## src/rtl/kof_pkg.sv

```systemverilog
// kof_pkg: shared state, result encodings and helpers for the fight game.
package kof_pkg;
  localparam int unsigned CLK_HZ = 25_000_000;
  typedef enum logic [2:0] {
    ST_IDLE,
    ST_INTRO,
    ST_FIGHT,
    ST_PAUSE,
    ST_ROUND_END,
    ST_MATCH_END
  } round_state_t;
  localparam logic [1:0] RES_NONE = 2'b00;
  localparam logic [1:0] RES_P1   = 2'b01;
  localparam logic [1:0] RES_P2   = 2'b10;
  localparam logic [1:0] RES_DRAW = 2'b11;
  function automatic logic [1:0] win_lead(input logic [1:0] a, input logic [1:0] b);
    return a > b ? RES_P1 : b > a ? RES_P2 : RES_DRAW;
  endfunction
endpackage

```

## src/rtl/phase_delay.sv

```systemverilog
// phase_delay: loadable down-counter; done pulses on the last cycle of a len-cycle dwell.
module phase_delay #(
  parameter int CNT_W = 32
) (
  input  logic             clk,
  input  logic             reset_n,
  input  logic             load,
  input  logic [CNT_W-1:0] len,
  output logic             done
);
  logic [CNT_W-1:0] cnt_q, cnt_d;
  logic             armed_q, armed_d;
  always_comb begin
    cnt_d   = load ? len - CNT_W'(1) : cnt_q != '0 ? cnt_q - CNT_W'(1) : cnt_q;
    armed_d = load | (armed_q & (cnt_q != '0));
    done    = armed_q & (cnt_q == '0);
  end
  always_ff @(posedge clk or negedge reset_n) begin
    if (!reset_n) begin
      cnt_q   <= '0;
      armed_q <= 1'b0;
    end else begin
      cnt_q   <= cnt_d;
      armed_q <= armed_d;
    end
  end
endmodule

```

## src/rtl/round_ctrl.sv

```systemverilog
// round_ctrl: match/round sequencer; decides round winners, counts wins to best-of-N
// and drives the round timer and player-input gating from registered outputs.
module round_ctrl
  import kof_pkg::*;
#(
  parameter int HP_W          = 8,
  parameter int ROUNDS_TO_WIN = 2,
  parameter int MAX_ROUNDS    = 5,
  parameter int INTRO_CYCLES  = 50_000_000,
  parameter int END_CYCLES    = 75_000_000
) (
  input  logic            clk,
  input  logic            reset_n,
  input  logic            start,
  input  logic            pause_btn,
  input  logic [HP_W-1:0] hp1,
  input  logic [HP_W-1:0] hp2,
  input  logic            timeout,
  output logic            timer_reset,
  output logic            timer_keep,
  output logic            hp_reset,
  output logic            fight_en,
  output logic [2:0]      round_num,
  output logic [1:0]      wins1,
  output logic [1:0]      wins2,
  output logic [1:0]      round_result,
  output logic            match_over,
  output logic [1:0]      match_winner
);
  localparam logic [1:0] WIN_CAP   = 2'(ROUNDS_TO_WIN);
  localparam logic [2:0] ROUND_CAP = 3'(MAX_ROUNDS);
  round_state_t state_q, state_d;
  logic [2:0]  round_num_q, round_num_d;
  logic [1:0]  wins1_q, wins1_d, wins2_q, wins2_d;
  logic [1:0]  round_result_q, round_result_d, match_winner_q, match_winner_d;
  logic        timer_reset_q, timer_keep_q, hp_reset_q, fight_en_q, match_over_q;
  logic        ko, delay_done, delay_load;
  logic [1:0]  fight_res;
  logic [31:0] delay_len;
  phase_delay #(.CNT_W(32)) u_delay (
    .clk     (clk),
    .reset_n (reset_n),
    .load    (delay_load),
    .len     (delay_len),
    .done    (delay_done)
  );
  always_comb begin
    ko             = hp1 == '0 || hp2 == '0;
    fight_res      = ko ? ((hp1 == '0 && hp2 == '0) ? RES_DRAW : hp1 == '0 ? RES_P2 : RES_P1)
                        : (hp1 > hp2 ? RES_P1 : hp2 > hp1 ? RES_P2 : RES_DRAW);
    state_d        = state_q;
    round_num_d    = round_num_q;
    wins1_d        = wins1_q;
    wins2_d        = wins2_q;
    round_result_d = round_result_q;
    match_winner_d = match_winner_q;
    case (state_q)
      ST_IDLE, ST_MATCH_END: if (start) begin
        state_d        = ST_INTRO;
        wins1_d        = '0;
        wins2_d        = '0;
        round_num_d    = 3'd1;
        round_result_d = RES_NONE;
      end
      ST_INTRO: if (delay_done) state_d = ST_FIGHT;
      // KO outranks timeout, which outranks pause; fight_res already encodes the KO rule
      ST_FIGHT: if (ko || timeout) begin
        state_d        = ST_ROUND_END;
        round_result_d = fight_res;
        wins1_d        = (fight_res == RES_P1 && wins1_q < WIN_CAP) ? wins1_q + 2'd1 : wins1_q;
        wins2_d        = (fight_res == RES_P2 && wins2_q < WIN_CAP) ? wins2_q + 2'd1 : wins2_q;
      end else if (pause_btn) state_d = ST_PAUSE;
      ST_PAUSE: if (pause_btn) state_d = ST_FIGHT;
      ST_ROUND_END: if (delay_done) begin
        if (wins1_q == WIN_CAP || wins2_q == WIN_CAP || round_num_q == ROUND_CAP) begin
          state_d        = ST_MATCH_END;
          match_winner_d = win_lead(wins1_q, wins2_q);
        end else begin
          state_d        = ST_INTRO;
          round_num_d    = round_num_q + 3'd1;
          round_result_d = RES_NONE;
        end
      end
      default: state_d = ST_IDLE;
    endcase
    delay_load = state_d != state_q && (state_d == ST_INTRO || state_d == ST_ROUND_END);
    delay_len  = state_d == ST_INTRO ? 32'(INTRO_CYCLES) : 32'(END_CYCLES);
  end
  always_ff @(posedge clk or negedge reset_n) begin
    if (!reset_n) begin
      state_q        <= ST_IDLE;
      round_num_q    <= '0;
      wins1_q        <= '0;
      wins2_q        <= '0;
      round_result_q <= RES_NONE;
      match_winner_q <= RES_NONE;
      timer_reset_q  <= 1'b1;
      hp_reset_q     <= 1'b1;
      timer_keep_q   <= 1'b1;
      fight_en_q     <= 1'b0;
      match_over_q   <= 1'b0;
    end else begin
      state_q        <= state_d;
      round_num_q    <= round_num_d;
      wins1_q        <= wins1_d;
      wins2_q        <= wins2_d;
      round_result_q <= round_result_d;
      match_winner_q <= match_winner_d;
      timer_reset_q  <= state_d == ST_IDLE || state_d == ST_INTRO;
      hp_reset_q     <= state_d == ST_IDLE || state_d == ST_INTRO;
      timer_keep_q   <= state_d != ST_FIGHT;
      fight_en_q     <= state_d == ST_FIGHT;
      match_over_q   <= state_d == ST_MATCH_END;
    end
  end
  assign timer_reset  = timer_reset_q;
  assign timer_keep   = timer_keep_q;
  assign hp_reset     = hp_reset_q;
  assign fight_en     = fight_en_q;
  assign match_over   = match_over_q;
  assign round_num    = round_num_q;
  assign wins1        = wins1_q;
  assign wins2        = wins2_q;
  assign round_result = round_result_q;
  assign match_winner = match_winner_q;
endmodule

```

## config.mk

```make
export PLATFORM = sky130hd
export DESIGN_NAME = round_ctrl
export DESIGN_NICKNAME = d
export VERILOG_FILES = /design/src/rtl/kof_pkg.sv /design/src/rtl/phase_delay.sv /design/src/rtl/round_ctrl.sv
export SDC_FILE = /design/constraint.sdc
export NUM_CORES = 1
export LEC_CHECK = 0
export ABC_CLOCK_PERIOD_IN_PS = 6500
export BUFFER_PORTS_ARGS = -buffer_cell sky130_fd_sc_hd__buf_2
export CORE_MARGIN = 8
export CORE_UTILIZATION = 42
export CTS_BUF_LIST = sky130_fd_sc_hd__clkbuf_8
export CTS_CLUSTER_SIZE = 28
export DETAILED_ROUTE_END_ITERATION = 7
export PLACE_DENSITY_LB_ADDON = 0.15
export SLEW_MARGIN = 20
export SYNTH_ARGS = -nofsm -noshare
export SYNTH_HDL_FRONTEND = slang
export SYNTH_HIERARCHICAL = 1
export SYNTH_SLANG_ARGS = --single-unit
```

## constraint.sdc

```tcl
create_clock -name clk -period 6.5 [get_ports clk]
set_input_delay 0 -clock clk [delete_from_list [all_inputs] [get_ports clk]]
set_output_delay 0 -clock clk [all_outputs]
set_load 0.05 [all_outputs]
```

# Yosys cells after proc, flatten, opt, wreduce, memory -nomap -nowiden
# Cells that the tools add are included.
dict set report totals {
  inputBits 21
  latchBits 0
  out_inout_bits 16
  reg_bits 51
  n_memories 0
  romBits 0
  ramBits 0
  word_cells 107
}
dict set report op_classes {
  n_reduce_logical 26
  n_addsub 5
  div_mod_pow 0
  multipliers 0
  bitwise_logic 3
  magnitude_cmp 6
  eq_ne 22
  n_mux 33
  n_shift 0
}
# cell n
set ops {}
lappend ops {{$mux W32} 2}
lappend ops {{$logic_not A32 Y1} 1}
lappend ops {{$reduce_bool A32 Y1} 1}
lappend ops {{$sub A32 B1 Y32 const B} 1}
lappend ops {{$mux W3} 10}
lappend ops {{$sub A27 B1 Y28 const B} 1}
lappend ops {{$mux W27} 1}
lappend ops {{$mux W2} 13}
lappend ops {{$gt A8 B8 Y1} 2}
lappend ops {{$logic_not A8 Y1} 2}
lappend ops {{$eq A3 B3 Y1 const B} 5}
lappend ops {{$pmux W3 S5} 1}
lappend ops {{$ne A2 B2 Y1 const B} 6}
lappend ops {{$reduce_and A4 Y1} 3}
lappend ops {{$eq A3 B2 Y1 const B} 3}
lappend ops {{$pmux W2 S2} 2}
lappend ops {{$eq A2 B2 Y1 const B} 3}
lappend ops {{$eq A3 B1 Y1 const B} 2}
lappend ops {{$logic_not A3 Y1} 2}
lappend ops {{$logic_or A1 B1 Y1} 6}
lappend ops {{$pmux W2 S3} 1}
lappend ops {{$pmux W3 S2} 1}
lappend ops {{$reduce_bool A2 Y1} 3}
lappend ops {{$reduce_and A5 Y1} 1}
lappend ops {{14 further kinds} 22}

# Longest topological paths before layout
# Gate-level depths: netlist of the first run.
dict set report logic_depth {
  depth_word 10
  depth_mapped 23
}

# Hierarchy
# The synthesis of the first run kept the hierarchy.
# module n_inst area_per_inst_um2 seq_area_each_um2 cells_per_inst
set modules_own_cells {}
lappend modules_own_cells {phase_delay 1 2600.0 825.8 299}
lappend modules_own_cells {round_ctrl 1 1337.5 452.9 146}

# Worst setup path before layout of the first run
# No wires, ideal clock.
dict set report synth_timing {
  path_kind {reg-to-reg}
  from {reg u_delay.cnt_q[12]}
  to {reg u_delay.cnt_q[28]}
  arrival_time_ns 5.355
  stages_incl_launch_ff 22
  period_less_slack_ns 5.424
  slack_ns 1.076
  path_cell_list {dfrtp_1 -> nor4_1 -> and3_1 -> clkbuf_1 -> and2_1 -> mux2i_1 -> o211ai_2 -> a41oi_2 -> clkinv_2 -> a21o_1 -> a32oi_2 -> clkbuf_1 -> clkbuf_1 -> buf_2 -> clkbuf_1 -> buf_1 -> mux2i_1 -> ha_1 -> o21a_1 -> nand3_1 -> or4_1 -> nand3_1}
}
dict set report synth_between {
  elab_chain_len 8
}
# item line_no
set synth_rtl {}
lappend synth_rtl {{start: declaration} phase_delay.sv:11} ;# logic [CNT_W-1:0] cnt_q, cnt_d;
lappend synth_rtl {{start signal: assignment} phase_delay.sv:23} ;# cnt_q <= cnt_d;
lappend synth_rtl {{$logic_not A32 Y1 *} phase_delay.sv:16} ;# done = armed_q & (cnt_q == '0);
lappend synth_rtl {{$and A1 B1 Y1 *} phase_delay.sv:16}
lappend synth_rtl {{via delay_done} round_ctrl.sv:37} ;# logic ko, delay_done, delay_load;
lappend synth_rtl {{$mux W3, on equally long branches} {round_ctrl.sv:74, round_ctrl.sv:65}}
lappend synth_rtl {{$pmux W3 S5 *} round_ctrl.sv:57} ;# case (state_q)
lappend synth_rtl {{via state_d[0]} round_ctrl.sv:32} ;# round_state_t state_q, state_d;
lappend synth_rtl {{$eq A3 B1 Y1 / $eq A3 B3 Y1 (equally long branches)} round_ctrl.sv:86} ;# delay_load = state_d != state_q && (state_d == ST_INTRO || state_d == ST_ROUND_END);
lappend synth_rtl {{$logic_or A1 B1 Y1} round_ctrl.sv:86}
lappend synth_rtl {{$logic_and A1 B1 Y1 *} round_ctrl.sv:86}
lappend synth_rtl {{via delay_load} round_ctrl.sv:37}
lappend synth_rtl {{$mux W32 / $reduce_bool A2 Y1 (equally long branches)} -}
# Mark *: on every way through the listed nets, which the timed path passes. The rest lies on a longest branch. The select of a mux whose other input is x is not followed.
# A chain may end at the register's enable or synchronous reset.

# Final worst setup path of the first run
dict set report layout_timing {
  from {reg u_delay.cnt_q[13]}
  to {reg u_delay.cnt_q[29]}
}
# Same word-level chain as after synthesis.

==> impl_metrics.yaml, run 1 <==
critical_path:
  cp_slowest_cell: "nor4_1"
  path_buf_inv: 2
  critPathMaxStageDelay_ns: 0.85
  worstSetupPathType: "reg -> reg"
  worst-path-stages: 15
  required_ns: 6.70
  path_delay_family: "simple AND/OR/NAND/NOR gates"
  crit_path_end_kind: "flop"
  crit_arrival_ns: 5.90
  cp_max_fo: 35
  rr_worst_depth: 15
  crit_chain: "nor4_1 -> and3_1 -> and2_1 -> mux2i_1 -> o211ai_2 -> a41oi_2 -> clkinv_2 -> a21o_1 -> a32oi_4 -> or3b_1 -> a222oi_1 -> buf_4 -> and3_1 -> nand3_1 -> mux2_2"
  start_kind: "flop"
  cp_common_cell: "and3_1"
floorplanning:
  dieArea_um2: 12700
  ioPinCount: 37
  die_w_um: 113
  start_util: 0.430
  fp-row-count: 35
  fp.dieH_um: 113
  core_um2: 9150
final_layout:
  multi_input_area_um2: 2670
  finalNonFillerCells: 649
  register_area_um2: 1280
  nFillCells: 903
  layout_common_cells: "68 x conb_1, 49 x dfrtp_1, 37 x nand2_1"
  final_common_cell: "conb_1"
  drive_gt1_frac: 0.139
  diodes: 0
  nNetsFinal: 573
  area_delta_synth_final_pct: 15.3
logic_synthesis:
  synth_seq_cells: 51
  syn_area_um2: 3940
  ys_seq_area_frac: 0.325
  synthDistinctLibCells: 76
  ys.flop_type: "dfrtp_1"
  synth_cells: 445
  synth-edff-count: 0
  yosysWarnings: 6
  synthArstFlopShare: 1.00
  postSynthAreaPerCell_um2: 8.85
power_and_ir_drop:
  p_sw_w: 0.00100
  power_frac_comb: 0.610
  p_leak_nw: 2.01
  power.internal_w: 0.00103
  seqPwrFrac: 0.291
  vdd_drop_max_uv: 232
  p_sw_frac: 0.493
  powerDensity_nw_per_um2: 447
  clockPowerShare: 0.099
timing:
  finalMaxSlewViolations: 0
  slew_headroom: 0.344
  tightest_slew_ns: 0.975
  setup_tns_ns: 0
  fin_skew_ns: 0.00908
  period_share: 0.877
  report.final.setup_viol: 0
  hold_violations: 0
  max_freq_ghz: 0.175
  grt_setup_unrepaired: "false"
  fin_crit_ns: 5.70
grt:
  grt_overflow_total: 0
  grt_max_degree: 52
  grt_pass1_vias: 3370
  grt_pass1_wl_mm: 17.1
  antenna_found_initial: 0
  grt_usage: 0.164
place:
  gp_congestion: 0.897
  io_buffers: 36
  placedCellCount: 640
  place_hpwl_mm: 7.64
routing:
  ant_nets: 0
  drt-initial-drc-count: 263
  viasPerCell: 5.51
  finalWirelength_mm: 10.2
  drc_errors: 0
  vias: 3578
  wl_per_cell_um: 15.8
  drt_pass1_iterations: 6
clock_network:
  cts_max_path_buffers: 2
  cts_sinks: 51
  clk_pin_slew_ns: 0.10
  root_buffer: "clkbuf_8"
  insertion_delay_ns: 0.31
  cts_max_level: 2
  cts_tree: "yes"
  cts_setup_buffers: 0
  tritoncts.num_buffers: 5
  post_cts_resized: 0
hold_path:
  min_path_cells: 3
  hold_class: "in -> reg"
run_status:
  status: "completed"
flow_run:
  max-cap-violations: 0
-- worst min-delay path: cells and delay by family --
| family | cells | cell delay [ns] |
|---|---|---|
| buffers and inverters | 2 | 0.17 |
| AOI/OAI and AO/OA | 1 | 0.13 |
-- through the flow --
step                setup slack [ns]  total power, W  instance area (µm²)  hold WS [ns]  utilization
floorplan                       1.08         0.00150                 4190        -0.296            -
global placement                1.10         0.00181                 4430         0.171        0.484
CTS                            0.884         0.00203                 4540        0.0161        0.496
detailed placement             0.904         0.00182                 4430         0.169        0.484
global route                   0.234         0.00221                 4540        0.0420        0.496
finish                         0.799         0.00203                 4540        0.0250        0.496
-- registers in the layout (all words and copies together), names as in the netlist --
register and count:
timer_keep 1, wins1 2, round_result 2, match_over 1
match_winner 2, u_delay/cnt_q 32, state_q 3, fight_en 1
wins2 2, round_num 3, u_delay/armed_q 1, hp_reset 1
-- worst paths after layout --
check                             startpoint  slack [ns]                end
setup / recovery           u_delay/cnt_q[13]        0.80  u_delay/cnt_q[29]
hold / removal                     pause_btn        0.02         state_q[0]
setup reg to reg           u_delay/cnt_q[13]        0.80  u_delay/cnt_q[29]
hold reg to reg              match_winner[0]        0.49    match_winner[0]
max in group asynchronous            reset_n        5.71  u_delay/cnt_q[12]
min in group asynchronous            reset_n        0.34           fight_en
-- Yosys cell counts, drive strengths merged, types with 4 or more instances --
cell,n,share of area
mux2i,6,0.015
a21oi,13,0.017
nand3,12,0.015
dfrtp,49,0.31
a311oi,4,0.0089
nand2,38,0.037
ha,15,0.048
nor3b,6,0.013
nand4,11,0.017
xor2,27,0.060
or3b,8,0.018
o21ai,12,0.016
or4,7,0.013
nor2b,7,0.011
mux2,4,0.011
nor3,12,0.015
clkbuf,11,0.010
inv,31,0.030
or3,13,0.021
o2bb2ai,6,0.013
o211ai,4,0.0089
and3,5,0.0079
o22ai,17,0.027
or2,5,0.0079
and4,4,0.0089
nor4,15,0.031
buf,12,0.021
xnor2,12,0.027
nor2,17,0.016
-- layout make-up --
cell class / instances / area share
Inverter: 32 / 0.0267
Tap cell: 111 / 0.0306
Multi-Input combinational cell: 405 / 0.589
Sequential cell: 51 / 0.282
Timing Repair Buffer: 42 / 0.0502
Clock inverter: 2 / 0.00358
Clock buffer: 6 / 0.0182
-- timing repair --
| item | CTS | global route |
|---|---|---|
| endpoints found under the hold margin | 49 | 0 |
| setup endpoints to repair | 0 | 0 |
| hold buffers | 1 | 0 |
-- layer usage --
layer	track usage	vias to the layer above	share of wire
met5	0	-	0
met4	0.0477	0	0.021
met3	0.0325	18	0.061
met2	0.271	109	0.47
met1	0.211	1680	0.45
li1	-	1771	-
-- power by group through the flow --
stage | registers (W) | logic [W] | clock network, W
final | 0.000590 | 0.00124 | 0.000200
after global routing | 0.000604 | 0.00138 | 0.000222
after floorplan | 0.000551 | 0.000953 | 0
after CTS | 0.000586 | 0.00123 | 0.000211
after global placement | 0.000590 | 0.00122 | 0
after detailed placement | 0.000591 | 0.00123 | 0
-- cell families after synthesis --
family,count (synthesis),synth area share
simple gates,175,0.263
mux,10,0.0267
flops,51,0.325
other cells,2,0.00191
xor+xnor,39,0.0867
compound gates,98,0.187
fa+ha+maj,15,0.0477
buf+inv,55,0.0620
No activity file was read; power rests on OpenSTA's default activity.
==> inputs of run 2 (changes only) <==
Settings changed: CORE_ASPECT_RATIO from default to 2.
==> run 2 against run 1 <==
Against the previous run:
- clock power hardly changed
- non-clock buffer count is 3 higher
- largest power group unchanged
- die area is 1.5% higher
- global-route usage is 2.4 points higher
- sequential cell count stayed put
- count of clock-buffer cells in the layout stayed put
- final area is 0.22% higher
- critical path depth is 1 higher
- highest routed layer unchanged
==> impl_metrics.yaml, run 2 (synthesized netlist as in run 1, its figures left out) <==
clock_network:
  tritoncts.num_buffers: 5
  cts_sinks: 51
  cts_max_path_buffers: 2
  cts_max_level: 2
  clk_pin_slew_ns: 0.10
  root_buffer: "clkbuf_8"
  cts_tree: "yes"
  cts_setup_buffers: 0
  holdBufCountCts: 1
  post_cts_resized: 0
  insertion_delay_ns: 0.32
timing:
  tightest_slew_ns: 0.992
  fin_skew_ns: 0.00529
  slew_headroom: 0.338
  setup_ws_ns: 1.08
  report.final.setup_viol: 0
  fin_crit_ns: 5.42
  setup_tns_ns: 0
  grt_setup_unrepaired: "false"
  finalMaxSlewViolations: 0
  hold_violations: 0
  max_freq_ghz: 0.185
  period_share: 0.834
critical_path:
  crit_arrival_ns: 5.61
  cp_slowest_cell: "a32oi_4"
  required_ns: 6.70
  worstSetupPathType: "reg -> reg"
  path_buf_inv: 1
  cp_max_fo: 26
  path_delay_family: "simple AND/OR/NAND/NOR gates"
  cp_common_cell: "and4_1"
  critPathMaxStageDelay_ns: 0.62
  start_kind: "flop"
  crit_chain: "nor3_1 -> and4_1 -> and3_1 -> and2_1 -> nor2b_1 -> a22oi_1 -> a21oi_1 -> nand2_2 -> a32oi_4 -> buf_4 -> mux2i_1 -> ha_1 -> o21a_1 -> and4_1 -> and4_1 -> nor3_1"
  crit_path_end_kind: "flop"
final_layout:
  nNetsFinal: 576
  finalNonFillerCells: 645
  nFillCells: 938
  final_common_cell: "conb_1"
  area_delta_synth_final_pct: 15.5
  largest_reg_flops: 32
  drive_gt1_frac: 0.142
  layout_common_cells: "68 x conb_1, 49 x dfrtp_1, 37 x nand2_1"
  top_register: "u_delay/cnt_q"
  diodes: 0
power_and_ir_drop:
  vdd_drop_max_uv: 176
  powerDensity_nw_per_um2: 459
  finalPower_w: 0.00209
  p_leak_nw: 2.03
place:
  placedCellCount: 636
  pre_cts_slack_ns: 1.11
  place_hpwl_mm: 9.16
  io_buffers: 36
  gp_congestion: 0.906
grt:
  grt_overflow_total: 0
  grt_usage: 0.188
  grt_pass1_vias: 3926
  antenna_found_initial: 0
  grt_pass1_wl_mm: 19.3
  grt_max_degree: 52
floorplanning:
  dieArea_um2: 12900
  fp.dieH_um: 153
  fp-row-count: 50
  die_w_um: 84.5
  ioPinCount: 37
  start_util: 0.425
  core_um2: 9260
routing:
  ant_nets: 0
  vias: 3722
  wl_per_cell_um: 18.2
  viasPerCell: 5.77
  drc_errors: 0
  drt-initial-drc-count: 166
  drt_pass1_iterations: 5
  finalWirelength_mm: 11.8
run_status:
  status: "completed"
hold_path:
  hold_class: "in -> reg"
flow_run:
  max-cap-violations: 0
==> run 2: changes by cell type in the layout (fill, tap and decap cells not counted), sizes merged <==
cell | previous run | this run
inv | 31 | 32
clkinvlp | 1 | 0
buf | 41 | 44
==> run 2: worst min-delay path, cell delays in order <==
cell	delay, ns
buf_2	0.10
a41oi_2	0.13
clkinv_2	0.07
==> run 2: area by class of cell <==
type,count,area (µm²),area share
tap,104,130,0.0286
timing repair buffer,45,250,0.0550
sequential,51,1280,0.281
multi-input combinational,405,2670,0.588
clock buffer,6,82.6,0.0182
clock inverter,2,12.5,0.00275
inverter,32,121,0.0267
==> run 2: worst paths after layout <==
kind,from,endpoint,slack [ns],cells after the start
setup reg to reg,u_delay/cnt_q[2],u_delay/cnt_q[26],1.08,16
max in group asynchronous,reset_n,fight_en,5.70,3
min in group asynchronous,reset_n,match_winner[0],0.32,3
hold / removal,pause_btn,state_q[0],0.01,3
setup / recovery,u_delay/cnt_q[2],u_delay/cnt_q[26],1.08,16
hold reg to reg,match_winner[0],match_winner[0],0.48,2
==> run 2: power by group <==
| group | switching (W) | total, W | leakage, nW | internal [W] |
|---|---|---|---|---|
| registers | 0.000160 | 0.000600 | 0.631 | 0.000440 |
| logic | 0.000772 | 0.00129 | 1.35 | 0.000515 |
| clock network | 0.000115 | 0.000201 | 0.0526 | 0.0000861 |
| total | 0.00105 | 0.00209 | 2.03 | 0.00104 |
==> run 2: through the flow <==
stage               cell area (µm²)  hold WS [ns]  utilization
floorplan                      4190        -0.296            -
global placement               4440         0.171        0.480
detailed placement             4440         0.176        0.480
CTS                            4550       0.00902        0.491
global route                   4550        0.0345        0.491
finish                         4550        0.0147        0.491
==> run 2: layer usage <==
layer | GRT usage | wire length [µm] | vias up
met5 | 0 | 0 | -
li1 | - | - | 1776
met1 | 0.156 | 3850 | 1785
met3 | 0.0349 | 543 | 51
met2 | 0.377 | 6630 | 110
met4 | 0.128 | 732 | 0
